### src/rtl/fifo_uart_tx.sv
`default_nettype none
`timescale 1ns/1ps
// ============================================================================
//  Module   : fifo_uart_tx
//  Brief    : UART transmitter acting as the read side of a first-word-fall-
//             through FIFO. Pops one word per frame and serializes it as
//             start bit, DBIT data bits (LSB first) and a stop interval, timed
//             by an external 16x-oversampling baud tick.
//  Revision : 1.0 - initial release
// ============================================================================
module fifo_uart_tx #(
    parameter int DBIT    = 8,   // data bits per frame
    parameter int SB_TICK = 16   // stop length in s_tick pulses (16/24/32)
) (
    input  logic            clk,
    input  logic            reset,
    input  logic            s_tick,
    input  logic            tx_en,
    input  logic            empty,
    input  logic [DBIT-1:0] r_data,
    output logic            rd,
    output logic            tx,
    output logic            tx_busy,
    output logic            tx_done_tick
);

    localparam int NW = (DBIT > 1) ? $clog2(DBIT) : 1;

    localparam logic [4:0]    C_S_LAST  = 5'd15;
    localparam logic [4:0]    C_SB_LAST = 5'(SB_TICK - 1);
    localparam logic [NW-1:0] C_N_LAST  = NW'(DBIT - 1);

    typedef enum logic [1:0] {
        IDLE  = 2'd0,
        START = 2'd1,
        DATA  = 2'd2,
        STOP  = 2'd3
    } state_t;

    state_t          state_q, state_d;
    logic [4:0]      s_q, s_d;      // oversampling tick counter
    logic [NW-1:0]   n_q, n_d;      // data bit counter
    logic [DBIT-1:0] b_q, b_d;      // shift register, bit 0 is on the line
    logic            tx_q, tx_d;

    // Next-state logic; rd and tx_done_tick are Mealy strobes and are held
    // low while reset is asserted so no word is popped into a frame that the
    // same edge would discard.
    always_comb begin
        state_d      = state_q;
        s_d          = s_q;
        n_d          = n_q;
        b_d          = b_q;
        rd           = 1'b0;
        tx_done_tick = 1'b0;

        case (state_q)
            IDLE: begin
                if (tx_en && !empty) begin
                    rd      = 1'b1;
                    b_d     = r_data;
                    s_d     = 5'd0;
                    state_d = START;
                end
            end
            START: begin
                if (s_tick) begin
                    if (s_q == C_S_LAST) begin
                        s_d     = 5'd0;
                        n_d     = '0;
                        state_d = DATA;
                    end else begin
                        s_d = s_q + 5'd1;
                    end
                end
            end
            DATA: begin
                if (s_tick) begin
                    if (s_q == C_S_LAST) begin
                        s_d = 5'd0;
                        b_d = b_q >> 1;
                        if (n_q == C_N_LAST) begin
                            state_d = STOP;
                        end else begin
                            n_d = n_q + 1'b1;
                        end
                    end else begin
                        s_d = s_q + 5'd1;
                    end
                end
            end
            STOP: begin
                if (s_tick) begin
                    if (s_q == C_SB_LAST) begin
                        tx_done_tick = 1'b1;
                        s_d          = 5'd0;
                        state_d      = IDLE;
                    end else begin
                        s_d = s_q + 5'd1;
                    end
                end
            end
            default: begin
                state_d = IDLE;
            end
        endcase

        if (reset) begin
            rd           = 1'b0;
            tx_done_tick = 1'b0;
        end
    end

    // Line level follows the state being entered, so tx drops on the very
    // edge that enters START and each data bit appears with its shift.
    always_comb begin
        case (state_d)
            START:   tx_d = 1'b0;
            DATA:    tx_d = b_d[0];
            default: tx_d = 1'b1;
        endcase
    end

    // State and datapath registers with synchronous reset.
    always_ff @(posedge clk) begin
        if (reset) begin
            state_q <= IDLE;
            s_q     <= 5'd0;
            n_q     <= '0;
            b_q     <= '0;
            tx_q    <= 1'b1;
        end else begin
            state_q <= state_d;
            s_q     <= s_d;
            n_q     <= n_d;
            b_q     <= b_d;
            tx_q    <= tx_d;
        end
    end

    assign tx      = tx_q;
    assign tx_busy = (state_q != IDLE);

endmodule
`default_nettype wire

### config.mk
export PLATFORM = sky130hd
export DESIGN_NAME = fifo_uart_tx
export DESIGN_NICKNAME = d
export VERILOG_FILES = /design/src/rtl/fifo_uart_tx.sv
export SDC_FILE = /design/constraint.sdc
export NUM_CORES = 1
export LEC_CHECK = 0
export CORE_MARGIN = 2
export CORE_UTILIZATION = 54
export CTS_CLUSTER_SIZE = 8
export DETAILED_ROUTE_END_ITERATION = 12
export PLACE_DENSITY = 0.91
export SKIP_LAST_GASP = 1
export SLEW_MARGIN = 15
export SYNTH_ARGS = -nofsm -noshare
export SYNTH_HDL_FRONTEND = slang
export SYNTH_SLANG_ARGS = --single-unit
### constraint.sdc
create_clock -name clk -period 3.1 [get_ports clk]
set_input_delay 0.62 -clock clk [delete_from_list [all_inputs] [get_ports clk]]
set_output_delay 0.62 -clock clk [all_outputs]
set_load 0.005 [all_outputs]
==> results by group <==
Run status
  • Outcome: finished clean

STA
  • Period Utilization, post-route: 89.6%
  • Slew margin rel.: 67.9%
  • RSZ-0062 raised after global routing: no
  • Worst hold slack: 467 ps
  • Setup TNS: 0 ps
  • # setup viols final: 0
  • Final Max Tran Viols: 0
  • Least-Margin Pin Slew: 479 ps
  • Post-route setup slack: 324 ps
  • Final Critical Period: 2780 ps
  • Fmax achieved: 360 MHz
  • Clk_skew: 2.38 ps
  • Final hold vios: 0

Power
  • LEAKAGE: 0.419 nW
  • Clock power frac: 28.3%
  • Internal Pwr Total: 0.334 mW
  • Power Dens Cells: 378 nW/µm²
  • Peak supply drop: 0.314 mV
  • Sw frac: 24.9%
  • Psw: 0.111 mW
  • Seq pwr share: 58.1%
  • Gate power share: 13.7%

Yosys
  • Top area cells in the synthesized netlist: dfxtp_1 (39%), a22oi_1 (6.9%), a21oi_1 (5.1%), nor2_1 (5.0%), ha_1 (3.8%)
  • #FFs+latches synth: 19
  • Sequential share of the synthesized area: 39.0%
  • Leading area contributor after synthesis: dfxtp_1
  • Prevailing post-synth register cell: dfxtp_1
  • Most common cell in the netlist: dfxtp_1
  • Commonest cells post-synth: dfxtp_1 (19), nor2_1 (13), a21oi_1 (10)
  • Ys async rst share: 0%
  • Synth warn: 0
  • Gate Count Post-Synth: 104
  • Area share of the largest cell type after synthesis: 39.0%
  • Number of flops mapped to enable cells by yosys: 0
  • Mapped Nets: 120
  • Syn Area/Cell: 9.38 µm²
  • Netlist cell types: 36
  • Mapped Area: 976 µm²

Detailed routing
  • Routed WL: 1.99 mm
  • Vias: 819
  • DRC viols: 0
  • Pre-antenna DRT Iters: 4
  • Final ANT Viol Nets: 0
  • DR iter-0 viols: 17
  • Vias/cell: 5.57
  • Drt wl/cell: 13.6 µm

Clock network
  • Post-CTS Setup Inserts: 0
  • Clock Path Buffers: 2
  • Clock tree sinks: 19
  • Clock Pin Slew Worst Setup and Hold Paths: 110 ps
  • Root buffer cell: clkbuf_4
  • # resized after CTS: 0
  • Skew-Pair Late Insertion Delay: 300 ps
  • CTS tree: built
  • CTS Buf Count: 3
  • Hold_buf cts: 0
  • H-tree depth: 1

Worst setup path
  • Crit path DAT: 2160 ps
  • Crit path largest cell delay: 560 ps
  • Worst Setup End Kind: primary output
  • Crit Path Category: input port to primary output
  • Slowest-stage cell, CP: clkdlybuf4s50_1
  • Crit path cell chain: clkdlybuf4s50_1 > nand3b_1 > nor4b_1 > clkdlybuf4s50_1
  • CP startpoint kind: input port
  • CP required: 2480 ps
  • Crit-path most repeated cell: clkdlybuf4s50_1
  • Critical path peak fanout: 6

Final layout
  • Area added between synthesis and finish: 20.5%
  • Ant diodes: 0
  • Layout cells sized above 1: 13.1%
  • Fill count: 129
  • # nets final: 139

GRT
  • Total congestion overflow: 0
  • Vias in the first global route: 729
  • Antenna violations before repair: 0
  • Global-route wire length before repair: 3.16 mm
  • Tot GR Track Use: 20.7%
  • Largest net degree at the start of global routing: 13

Floorplan
  • Die H: 46.5 µm
  • Initial core utilization: 57.1%
  • Die X-Extent: 46.5 µm
  • DIE AREA: 2160 µm²
  • Core area: 1710 µm²
  • Top Ports: 17
  • Row count: 15

Place
  • HPWL Detailed: 1.48 mm
  • Buffers on Ports: 16
  • Pre-CTS setup slack: 360 ps
  • GP Congestion: 0.831

Run
  • Max Cap Viol: 0

Min path
  • Hold Crit Class: register to register
[path summary, 6_finish.rpt]
path,from,endpoint,slack (ps),cells past startpoint
min reg2reg,b_q[5]$_SDFFE_PP0P_,b_q[5]$_SDFFE_PP0P_,470,2
min,b_q[5]$_SDFFE_PP0P_,b_q[5]$_SDFFE_PP0P_,470,2
max,s_tick,tx_done_tick,320,4
max reg2reg,s_q[0]$_SDFFE_PP0P_,tx$_SDFF_PP1_,1480,5
[stage by stage]
step	util [%]	std cells	power, mW	cell area, µm²
6_report	68.9	147	0.445	1180
5_1_grt	68.9	147	0.459	1180
4_1_cts	68.9	147	0.448	1180
3_5_place_dp	67.3	143	0.324	1150
3_3_place_gp	67.3	143	0.322	1150
2_1_floorplan	-	104	0.297	976
[placed cells by master (no fill, tap or decap), drive strengths merged, types with 3 or more instances in the layout]
| cell | netlist | final |
|---|---|---|
| a21oi | 13 | 13 |
| a22oi | 9 | 9 |
| buf | 3 | 3 |
| clkbuf | 2 | 3 |
| clkdlybuf4s50 | 0 | 16 |
| dfxtp | 19 | 19 |
| ha | 3 | 3 |
| nand2 | 9 | 9 |
| nor2 | 13 | 13 |
[critical path: cells and delay by family]
family / cells / cell delay (ps)
buffers and inverters: 2 / 1110
and+or+nand+nor: 2 / 430
[cells by family (layout without fill, tap and decap cells)]
group / after synthesis / in the layout / synth area share, %
adder cells (fa/ha/maj): 3 / 3 / 3.85
AND/OR/NAND/NOR: 39 / 39 / 24.7
flip-flops: 19 / 19 / 39.0
multiplexers: 2 / 2 / 2.05
buffers and inverters: 7 / 25 / 5.00
AO/OA/AOI/OAI: 34 / 34 / 25.4
[state kept, by name, indices dropped and copies added (netlist names)]
register / flops
s_q: 5
b_q: 8
state_q: 2
n_q: 3
tx: 1
[power groups by stage]
stage	clock [mW]	sequential, mW	combinational, mW
2_1_floorplan	0	0.260	0.0369
3_3_place_gp	0	0.263	0.0589
3_5_place_dp	0	0.264	0.0603
4_1_cts	0.129	0.258	0.0607
5_1_grt	0.133	0.259	0.0665
6_report	0.126	0.258	0.0607
[routing by layer]
metal	part of all wire, %	GRT usage [%]	routed length (µm)	vias up
met4	1.2	6.86	23	0
met1	47	25.5	939	375
met3	3.7	3.92	74	4
met5	0	0	0	-
li1	-	-	-	422
met2	48	35.6	955	18
[final cells by class]
cell class | instances | area [µm²] | area share [%]
inverter | 2 | 7.51 | 0.638
timing repair buffer | 19 | 183 | 15.5
clock buffer | 3 | 22.5 | 1.91
tap | 25 | 31.3 | 2.66
sequential | 19 | 380 | 32.3
multi-input combinational | 78 | 547 | 46.5
clock inverter | 1 | 5.00 | 0.426
Note: power is estimated with default switching activity, not from simulation.
